==> config.mk <==
export PLATFORM = sky130hd
export DESIGN_NAME = sr_frame_reader
export DESIGN_NICKNAME = d
export VERILOG_FILES = /design/src/rtl/sr_frame_reader.sv
export SDC_FILE = /design/constraint.sdc
export NUM_CORES = 1
export LEC_CHECK = 0
export CAP_MARGIN = 10
export CORE_UTILIZATION = 40
export CTS_CLUSTER_SIZE = 10
export DETAILED_ROUTE_END_ITERATION = 10
export HOLD_SLACK_MARGIN = 0.05
export PLACE_DENSITY = 0.64
export SLEW_MARGIN = 0
export SYNTH_ARGS = -nofsm -noshare
export SYNTH_HDL_FRONTEND = slang
export SYNTH_SLANG_ARGS = --single-unit
export TNS_END_PERCENT = 10
==> constraint.sdc <==
create_clock -name clk_r -period 9.7 [get_ports clk_r]
set_input_delay 2.425 -clock clk_r [delete_from_list [all_inputs] [get_ports clk_r]]
set_output_delay 2.425 -clock clk_r [all_outputs]
set_load 0.01 [all_outputs]
==> src/rtl/sr_frame_reader.sv <==
// sr_frame_reader: pops the SR output FIFO, aligns on frame_sync toggles and
// emits x/y-tagged RGB565 pixels through a 2-entry skid buffer.
module sr_frame_reader #(
  parameter int H_ACTIVE  = 640,
  parameter int V_ACTIVE  = 480,
  parameter int RD_THRESH = 2
) (
  input  logic        clk_r,
  input  logic        rst_n,
  input  logic [16:0] fifo_dout,
  input  logic [9:0]  data_count_r,
  output logic        rd_fifo,
  output logic        pix_valid,
  input  logic        pix_ready,
  output logic [15:0] pix_data,
  output logic [9:0]  pix_x,
  output logic [8:0]  pix_y,
  output logic        sof,
  output logic        eol,
  output logic        sync_err,
  output logic [7:0]  err_count
);
  typedef enum logic {SYNC, STREAM} state_t;
  localparam logic [9:0] XL = 10'(H_ACTIVE - 1);
  localparam logic [8:0] YL = 9'(V_ACTIVE - 1);
  state_t      state_q, state_d;
  logic        ref_q, ref_d, refv_q, refv_d, inflight_q, err_q, err_d;
  logic        push, pop, s, at_origin;
  logic [9:0]  x_q, x_d, tx;
  logic [8:0]  y_q, y_d, ty;
  logic [1:0]  cnt_q;
  logic        rp_q, wp_q;
  logic [7:0]  errc_q;
  logic [34:0] mem_q [2];
  logic [34:0] head;
  assign s         = fifo_dout[16];
  assign at_origin = (x_q == '0) && (y_q == '0);
  assign pix_valid = cnt_q != 2'd0;
  assign pop       = pix_valid && pix_ready;
  // Count words already in the buffer or in flight so a new read can never overflow it.
  assign rd_fifo   = rst_n && (data_count_r >= 10'(RD_THRESH)) &&
                     (({1'b0, cnt_q} + {2'b0, inflight_q} - {2'b0, pop}) < 3'd2);
  assign head      = mem_q[rp_q];
  assign pix_data  = head[34:19];
  assign pix_x     = head[18:9];
  assign pix_y     = head[8:0];
  assign sof       = pix_valid && (pix_x == '0) && (pix_y == '0);
  assign eol       = pix_valid && (pix_x == XL);
  assign sync_err  = err_q;
  assign err_count = errc_q;
  always_comb begin
    state_d = state_q;
    ref_d   = ref_q;
    refv_d  = refv_q;
    x_d     = x_q;
    y_d     = y_q;
    tx      = x_q;
    ty      = y_q;
    push    = 1'b0;
    err_d   = 1'b0;
    if (inflight_q) begin
      if (state_q == SYNC) begin
        ref_d  = s;
        refv_d = 1'b1;
        if (refv_q && s != ref_q) begin
          push    = 1'b1;
          tx      = '0;
          ty      = '0;
          state_d = STREAM;
        end
      end else if (at_origin && s == ref_q) begin
        err_d   = 1'b1;
        state_d = SYNC;
      end else begin
        push  = 1'b1;
        ref_d = s;
        // Early toggle: this word starts a new frame.
        if (s != ref_q && !at_origin) begin
          err_d = 1'b1;
          tx    = '0;
          ty    = '0;
        end
      end
      if (push) begin
        x_d = (tx == XL) ? '0 : tx + 10'd1;
        y_d = (tx == XL) ? ((ty == YL) ? '0 : ty + 9'd1) : ty;
      end
    end
  end
  always_ff @(posedge clk_r or negedge rst_n) begin
    if (!rst_n) begin
      state_q    <= SYNC;
      ref_q      <= 1'b0;
      refv_q     <= 1'b0;
      inflight_q <= 1'b0;
      err_q      <= 1'b0;
      errc_q     <= '0;
      x_q        <= '0;
      y_q        <= '0;
      cnt_q      <= '0;
      rp_q       <= 1'b0;
      wp_q       <= 1'b0;
      mem_q[0]   <= '0;
      mem_q[1]   <= '0;
    end else begin
      state_q    <= state_d;
      ref_q      <= ref_d;
      refv_q     <= refv_d;
      inflight_q <= rd_fifo;
      err_q      <= err_d;
      x_q        <= x_d;
      y_q        <= y_d;
      if (err_d && errc_q != 8'hff) errc_q <= errc_q + 8'd1;
      if (push) begin
        mem_q[wp_q] <= {fifo_dout[15:0], tx, ty};
        wp_q        <= ~wp_q;
      end
      if (pop) rp_q <= ~rp_q;
      cnt_q <= cnt_q + {1'b0, push} - {1'b0, pop};
    end
  end
endmodule

==> reports/results.tsv, run 1 <==
stage	metric	value	unit
min_path	hp-class	flip-flop to flip-flop	
placement	place_inst	717	
grt	grt_use_total	17.7	%
die	dieArea	13500	µm²
grt	grt_pass1_vias	3856	
clocking	cts_sinks	106	
logic_synthesis	synth_nets	528	
die	fp.dieW	116	µm
min_path	hp-start	rp_q$_DFFE_PN0P_	
timing	relSlewSlack	42.1	%
logic_synthesis	synth_edf_count	0	
min_path	min_path_cells	1	
clocking	post_cts_resized	0	
route	viasPerCell	5.25	
route	drt-pass1-iter-count	5	
timing	finalCritPeriodShare	75.0	%
logic_synthesis	netlist_instances	489	
timing	fmax	0.137	GHz
route	wl_per_cell	15.2	µm
die	std_cell_rows	41	
critical_path	cp_max_fo	2	
timing	setup_ws	2.42	ns
timing	fin_tns_setup	0	ns
run_status	status	finished clean	
critical_path	path_class	input pin to primary output	
layout	syn2layout_area_growth	22.5	%
clocking	post-cts-setup-buffer-count	0	
power	peakVddDrop	118	µV
route	ant_nets	0	
logic_synthesis	syn_area	5210	µm²
logic_synthesis	yosysSeqAreaShare	50.9	%
route	wl	11.1	mm
layout	drive_gt1_share	18.2	%
placement	hpwlAfterDp	7.66	mm
clocking	hold_buffers	0	
grt	grt_max_degree	71	
die	ios	78	
critical_path	reg2reg_depth	13	
timing	hold_slack	0.471	ns
grt	antenna_found_initial	0	
logic_synthesis	synth-async-reset-ratio	100	%
critical_path	r2r_start	x_q[5]$_DFFE_PN0P_	
logic_synthesis	synth.ff_latch_count	106	
route	vias	3850	
timing	finalSetupViolCount	0	
logic_synthesis	postSynthAreaPerCell	10.6	µm²
power	power_per_cell_area	260	nW/µm²
critical_path	critPathLaunch	pix_ready	
timing	period_needed	7.28	ns
layout	antenna_cells	0	
power	leakagePower	2.80	nW
clocking	clockBufferDepth	2	
clocking	clkTransAtPathRegs	0.06	ns
clocking	htree_levels	3	
layout	instances_no_fill	733	
clocking	numCtsBuffers	9	
power	p_total	1.66	mW
route	drc	0	
die	die_h	116	µm
grt	grt_pass1_wl	18.3	mm
die	start_util	41.1	%
clocking	clock-root-buffer	clkbuf_16	
logic_synthesis	ys.flop_type	dfrtp_1	
placement	pre_cts_ws	2.40	ns
route	drt-initial-drc-count	207	
timing	clock_skew	0.00841	ns
critical_path	arrival	4.85	ns
timing	rsz0062_at_grt	no	
critical_path	crit_path_end_kind	primary output	
grt	grt-ovfl-total	0	
die	core	12700	µm²
logic_synthesis	netlist-cell-type-count	55	
critical_path	crit_path_start_kind	input pin	
logic_synthesis	yosys_warnings	0	
clocking	cts_tree	done	
timing	hold_viol	0	
timing	maxSlewViolCount	0	
run	drv_cap	0	
placement	io_buffers	76	
layout	nets	595	
clocking	clock_latency	0.35	ns
placement	gp_congestion	0.821	
timing	tightest_slew	0.868	ns
critical_path	cp_data_required_time	7.28	ns
## power by group
group	internal, mW	switching (mW)
sequential	0.551	0.0746
clock	0.202	0.166
combinational	0.354	0.313
## cell usage after synthesis, types with 4 or more instances
cell	n	area, µm²
dfrtp_1	106	2650
nand2_1	78	293
mux2_2	68	766
o21ai_0	55	275
nand3_1	22	110
nor2_1	14	52.6
inv_1	13	48.8
a21oi_1	11	55.1
buf_2	10	50.1
ha_1	8	100
nor4_1	8	50.1
a31oi_1	7	43.8
and3_1	6	37.5
clkbuf_1	6	22.5
nor3_1	6	30.0
xnor2_1	6	52.6
and2_1	5	31.3
nand4_1	5	31.3
or4_1	5	37.5
xor2_1	4	35.0
## stage by stage
step | utilization, % | instance area, µm²
4_1_cts | 50.3 | 6380
3_3_place_gp | 48.0 | 6080
5_1_grt | 50.3 | 6380
3_5_place_dp | 48.0 | 6080
6_report | 50.3 | 6380
2_1_floorplan | - | 5210
## routing by layer
metal | GRT usage (%) | share of wire (%)
met1 | 21.4 | 44
met2 | 31.0 | 49
met3 | 3.56 | 5.3
met4 | 7.09 | 1.5
met5 | 0 | 0
## area by class of cell
type                       count  area, µm²
fill                        1182       6290
sequential                   106       2650
multi-input combinational    346       2370
timing repair buffer          80        788
clock buffer                   9        225
tap                          172        215
clock inverter                 7       76.3
inverter                      13       48.8
## placed cells by master, fill, tap and decap left out, types with 2 or more instances in the layout
| cell | instances |
|---|---|
| a21boi_0 | 2 |
| a21oi_1 | 11 |
| a31oi_1 | 7 |
| and2_1 | 5 |
| and3_1 | 6 |
| buf_4 | 5 |
| clkbuf_16 | 9 |
| clkdlybuf4s50_1 | 75 |
| clkinvlp_4 | 2 |
| dfrtp_1 | 106 |
| ha_1 | 8 |
| inv_1 | 13 |
| inv_6 | 2 |
| mux2_2 | 68 |
| mux2i_1 | 3 |
| nand2_1 | 78 |
| nand2_2 | 2 |
| nand2b_1 | 2 |
| nand3_1 | 22 |
| nand4_1 | 5 |
| nor2_1 | 14 |
| nor3_1 | 6 |
| nor4_1 | 8 |
| o21ai_0 | 55 |
| o31ai_1 | 2 |
| or3_1 | 2 |
| or4_1 | 5 |
| xnor2_1 | 6 |
| xor2_1 | 4 |
## registers in the layout, summed over array words and instances (netlist names), 2 cells and up
name,flops
mem_q,70
y_q,9
x_q,10
err_count,8
cnt_q,2
## worst max-delay path, cell delays in order
cell,delay (ns)
clkdlybuf4s50_1,0.39
and2_1,0.16
ha_1,0.30
inv_1,0.07
nand2_1,0.06
fa_1,0.40
xnor2_1,0.14
nand3_1,0.10
a31oi_1,0.23
clkdlybuf4s50_1,0.57
## path summary, 6_finish.rpt
check / endpoint / slack (ns)
max: rd_fifo / 2.42
min: rp_q$_DFFE_PN0P_ / 0.47
max reg2reg: y_q[7]$_DFFE_PN0P_ / 5.57
min reg2reg: rp_q$_DFFE_PN0P_ / 0.47
max in group asynchronous: mem_q[2]$_DFFE_PN0P_ / 6.42
min in group asynchronous: mem_q[61]$_DFFE_PN0P_ / 2.03
## cell families (layout without fill, tap and decap cells)
group | count (synthesis) | in the layout | share of synthesized area (%)
multiplexers | 72 | 72 | 15.6
flip-flops | 106 | 106 | 50.9
adder cells (fa/ha/maj) | 9 | 9 | 2.31
AND/OR/NAND/NOR | 168 | 168 | 16.2
AO/OA/AOI/OAI | 86 | 86 | 9.52
XOR/XNOR | 11 | 11 | 1.99
buffers and inverters | 37 | 109 | 3.51
No activity file was read; power rests on OpenSTA's default activity.
==> run 2, diff against run 1 <==
- PLACE_DENSITY: 0.64 -> 0.66
- clock period: 9.7 -> 6.4 ns (I/O delays scaled with it)
==> run 2 against run 1 <==
Wire length is 0.39% lower; largest cell class unchanged; clock skew is essentially flat; sequential share of layout area shrank 0.11 points; via count down 0.94%; combinational power rose by 50%; sequential power up 52%; register-to-register slack got worse by 2.9 ns.
==> reports/results.tsv, run 2 (synthesis gave the netlist of run 1 again) <==
stage	metric	value	unit
die	std_cell_rows	41	
power	leakagePower	2.82	nW
grt	grt_use_total	17.5	%
route	drt-initial-drc-count	237	
grt	antenna_found_initial	0	
timing	tightest_slew	0.896	ns
clocking	clkTransAtPathRegs	0.07	ns
timing	rsz0062_at_grt	no	
critical_path	reg2reg_depth	13	
timing	clock_skew	0.00805	ns
critical_path	crit_chain	clkdlybuf4s50_1 -> and2_1 -> ha_1 -> inv_1 -> nand2_1 -> fa_1 -> xnor2_1 -> nand3_1 -> a31oi_1 -> clkdlybuf4s50_1	
clocking	clock-root-buffer	clkbuf_16	
critical_path	cp_slowest_cell	clkdlybuf4s50_1	
clocking	clock_latency	0.35	ns
layout	most-common-layout-cells	dfrtp_1, nand2_1, clkdlybuf4s50_1	
grt	grt-ovfl-total	0	
timing	fmax	0.178	GHz
timing	maxSlewViolCount	0	
timing	relSlewSlack	40.2	%
grt	grt_pass1_vias	3695	
power	p_total	2.52	mW
critical_path	crit_path_end_kind	primary output	
critical_path	max_stage_delay	0.58	ns
timing	hold_viol	0	
route	drt-pass1-iter-count	4	
critical_path	reg2reg_to	y_q[7]$_DFFE_PN0P_	
critical_path	cp_data_required_time	4.80	ns
layout	final_common_cell	dfrtp_1	
critical_path	path_class	input pin to primary output	
power	power_per_cell_area	394	nW/µm²
layout	multi_input_area	2370	µm²
layout	instances_no_fill	735	
critical_path	r2r_start	x_q[5]$_DFFE_PN0P_	
grt	grt_max_degree	58	
die	core	12700	µm²
placement	hpwlAfterDp	7.70	mm
clocking	htree_levels	3	
run	drv_cap	0	
critical_path	cp_top_family	buffers and inverters	
placement	io_buffers	76	
die	fp.dieW	116	µm
critical_path	cp_max_fo	2	
timing	finalSetupViolCount	0	
min_path	holdPathEnd	mem_q[1]$_DFFE_PN0P_	
placement	gp_congestion	0.827	
timing	finalCritPeriodShare	87.6	%
layout	largest_register_ffs	70	
route	drc	0	
timing	period_needed	5.61	ns
layout	n_fill_cell	1183	
clocking	numCtsBuffers	9	
clocking	hold_buffers	0	
die	die_h	116	µm
layout	top_register	mem_q	
clocking	cts_tree	done	
clocking	clockBufferDepth	2	
critical_path	arrival	4.01	ns
min_path	hp-class	flip-flop to flip-flop	
route	wl_per_cell	15.1	µm
route	ant_nets	0	
critical_path	crit_path_start_kind	input pin	
power	peakVddDrop	148	µV
run_status	status	finished clean	
route	vias	3814	
die	start_util	41.1	%
placement	pre_cts_ws	0.750	ns
clocking	cts_sinks	106	
layout	reg_top3	mem_q: 70 flops, x_q: 10 flops, y_q: 9 flops	
timing	fin_tns_setup	0	ns
layout	nets	597	
critical_path	path_buf_inv	3	
route	wl	11.1	mm
layout	syn2layout_area_growth	22.8	%
min_path	hp-start	mem_q[1]$_DFFE_PN0P_	
clocking	post-cts-setup-buffer-count	0	
timing	hold_slack	0.478	ns
die	dieArea	13500	µm²
critical_path	crit_top_cell	clkdlybuf4s50_1	
layout	drive_gt1_share	18.5	%
clocking	post_cts_resized	0	
placement	place_inst	719	
grt	grt_pass1_wl	18.2	mm
route	viasPerCell	5.19	
layout	regArea	2650	µm²
die	ios	78	
layout	antenna_cells	0	
min_path	min_path_cells	2	
critical_path	reg2reg_slack	2.72	ns
timing	setup_ws	0.793	ns
-- run 2: layer usage --
layer  part of all wire [%]  up-vias  wire, µm  global-route usage [%]
met5                      0        -         0                       0
met4                    1.4        0       159                    5.38
met3                    5.7       11       630                    4.97
met2                     48       80      5280                    28.6
met1                     45     1858      5020                    22.6
li1                       -     1865         -                       -
-- run 2: final cells by class --
cell class | instances | share of cell area [%]
sequential | 106 | 41.5
multi-input combinational | 346 | 37.1
timing repair buffer | 82 | 12.6
clock buffer | 10 | 3.74
tap | 172 | 3.37
clock inverter | 6 | 1.02
inverter | 13 | 0.763
-- run 2: report_power, final --
part	total (mW)	internal [mW]	switching, mW	leakage [nW]
combinational	1.00	0.537	0.464	1.28
clock	0.561	0.315	0.246	0.149
sequential	0.954	0.835	0.119	1.39
-- run 2: worst max-delay path by stage --
| stage | end | slack, ns | start | cells past startpoint |
|---|---|---|---|---|
| 2_1_floorplan | rd_fifo | 1.79 | pix_ready | 8 |
| 3_3_place_gp | rd_fifo | 0.83 | pix_ready | 10 |
| 3_5_place_dp | rd_fifo | 0.75 | pix_ready | 10 |
| 4_1_cts | rd_fifo | 0.75 | pix_ready | 10 |
| 5_1_grt | rd_fifo | 0.68 | pix_ready | 10 |
| 6_report | rd_fifo | 0.79 | pix_ready | 10 |
-- run 2: tightest hold or removal path, stage by stage, from the launching register on --
cell and delay, ns:
dfrtp_1 0.34, nand2_1 0.05, o21ai_0 0.06
-- run 2: stage by stage --
step / area, µm² / utilization [%]
global route: 6390 / 50.5
CTS: 6390 / 50.5
finish: 6390 / 50.5
detailed placement: 6090 / 48.1
floorplan: 5210 / -
global placement: 6090 / 48.1
==> run 3, diff against run 2 <==
- CORE_MARGIN: default -> 1
- PLACE_DENSITY: 0.66 -> default
- PLACE_DENSITY_LB_ADDON: default -> 0.05
==> run 3 against run 2 <==
Die area unchanged; sequential cell count unchanged; critical path type unchanged; first-iteration DRC count down 10%; wire length increased by 4.8%; global-route usage up 1.3 points.
==> reports/results.tsv, run 3 (synthesis gave the netlist of run 1 again) <==
stage	metric	value	unit
grt	grt_pass1_wl	19.2	mm
critical_path	cp_max_fo	2	
min_path	hp-class	flip-flop to flip-flop	
critical_path	path_class	input pin to primary output	
clocking	post_cts_resized	0	
layout	final_common_cell	dfrtp_1	
timing	fin_tns_setup	0	ns
clocking	post-cts-setup-buffer-count	0	
layout	most-common-layout-cells	dfrtp_1, nand2_1, clkdlybuf4s50_1	
timing	hold_viol	0	
critical_path	cp_data_required_time	4.80	ns
die	core	12700	µm²
route	wl_per_cell	15.8	µm
die	std_cell_rows	41	
timing	tightest_slew	0.977	ns
run	drv_cap	0	
grt	grt_max_degree	61	
grt	grt_use_total	18.8	%
route	met1_length	5.39	mm
grt	grt_pass1_vias	3762	
critical_path	r2r_start	x_q[5]$_DFFE_PN0P_	
power	power_per_cell_area	395	nW/µm²
placement	pre_cts_ws	0.790	ns
die	ios	78	
timing	relSlewSlack	34.8	%
layout	n_fill_cell	1189	
placement	hpwlAfterDp	8.00	mm
placement	place_inst	720	
timing	finalCritPeriodShare	87.2	%
clocking	htree_levels	3	
placement	placed_area	6100	µm²
route	viasPerCell	5.22	
layout	reg_top3	mem_q: 70 flops, x_q: 10 flops, y_q: 9 flops	
critical_path	reg2reg_to	y_q[7]$_DFFE_PN0P_	
layout	instances_no_fill	736	
timing	period_needed	5.58	ns
route	vias	3840	
clocking	clock-root-buffer	clkbuf_16	
die	die_h	116	µm
clocking	clockBufferDepth	2	
critical_path	arrival	3.98	ns
timing	clock_skew	0.00734	ns
timing	fmax	0.179	GHz
layout	antenna_cells	0	
clocking	cts_tree	done	
clocking	clkTransAtPathRegs	0.06	ns
layout	multi_input_area	2370	µm²
critical_path	reg2reg_slack	2.74	ns
layout	final_area	6400	µm²
run_status	status	finished clean	
clocking	clock_latency	0.35	ns
clocking	cts_sinks	106	
clocking	numCtsBuffers	9	
route	drc	0	
layout	drive_gt1_share	18.6	%
die	fp.dieW	116	µm
timing	rsz0062_at_grt	no	
route	wl	11.6	mm
layout	regArea	2650	µm²
route	drt-pass1-iter-count	4	
placement	io_buffers	76	
layout	largest_register_ffs	70	
route	ant_nets	0	
timing	maxSlewViolCount	0	
layout	top_register	mem_q	
route	routed.top_layer	met4	
power	peakVddDrop	188	µV
critical_path	crit_path_start_kind	input pin	
timing	setup_ws	0.817	ns
layout	syn2layout_area_growth	22.9	%
clocking	hold_buffers	0	
critical_path	reg2reg_depth	14	
route	wl_met2	5.49	mm
grt	grt-ovfl-total	0	
layout	final_util	50.5	%
critical_path	critPathLaunch	pix_ready	
power	leakagePower	2.82	nW
layout	nets	598	
timing	finalSetupViolCount	0	
die	start_util	41.1	%
critical_path	endpoint	rd_fifo	
placement	gp_congestion	0.818	
die	dieArea	13500	µm²
critical_path	crit_path_end_kind	primary output	
route	drt-initial-drc-count	213	
route	dr_wl_met3	577	µm
grt	antenna_found_initial	0	
run 3: cell count changes in the layout (fill, tap and decap cells not counted):
| cell | change |
|---|---|
| buf_4 | +1 |
| clkbuf_1 | +1 |
| clkinv_2 | +1 |
| clkinvlp_4 | -1 |
| dfrtp_1 | -1 |
| dfrtp_2 | +1 |
| inv_6 | -1 |
run 3: cell type report:
type	count	share of cell area (%)
sequential	106	41.5
multi-input combinational	346	37.1
timing repair buffer	83	12.7
clock buffer	11	3.79
tap	172	3.36
clock inverter	5	0.841
inverter	13	0.763
run 3: worst min path at each step:
stage / from / endpoint / slack [ns] / cells after the start
floorplan: mem_q[12]$_DFFE_PN0P_ / mem_q[12]$_DFFE_PN0P_ / 0.44 / 2
global placement: mem_q[15]$_DFFE_PN0P_ / mem_q[15]$_DFFE_PN0P_ / 0.46 / 2
detailed placement: mem_q[12]$_DFFE_PN0P_ / mem_q[12]$_DFFE_PN0P_ / 0.46 / 2
CTS: mem_q[12]$_DFFE_PN0P_ / mem_q[12]$_DFFE_PN0P_ / 0.48 / 2
global route: mem_q[51]$_DFFE_PN0P_ / mem_q[51]$_DFFE_PN0P_ / 0.50 / 2
finish: mem_q[50]$_DFFE_PN0P_ / mem_q[50]$_DFFE_PN0P_ / 0.48 / 2
run 3: through the flow:
| step | power (mW) | hold slack, ns |
|---|---|---|
| 2_1_floorplan | 1.60 | 0.444 |
| 3_3_place_gp | 1.97 | 0.458 |
| 3_5_place_dp | 2.00 | 0.465 |
| 4_1_cts | 2.56 | 0.480 |
| 5_1_grt | 2.70 | 0.505 |
| 6_report | 2.52 | 0.477 |
run 3: per-layer routing:
metal	vias to the layer above	track usage (%)
li1	1862	-
met1	1871	24.8
met2	96	30.7
met3	11	4.03
met4	0	6.75
met5	-	0
run 3: worst max-delay path: stages:
cell and delay (ns):
clkdlybuf4s50_1 0.39, and2_1 0.15, ha_1 0.29, inv_1 0.07
nand2_1 0.07, fa_1 0.40, xnor2_1 0.15, nand3_1 0.10
a31oi_1 0.18, clkdlybuf4s50_1 0.58
run 3: report_power, final:
part	internal, mW	leakage (nW)	switching [mW]
Combinational	0.543	1.28	0.430
Clock	0.313	0.149	0.242
Sequential	0.835	1.39	0.161
Total	1.69	2.82	0.834
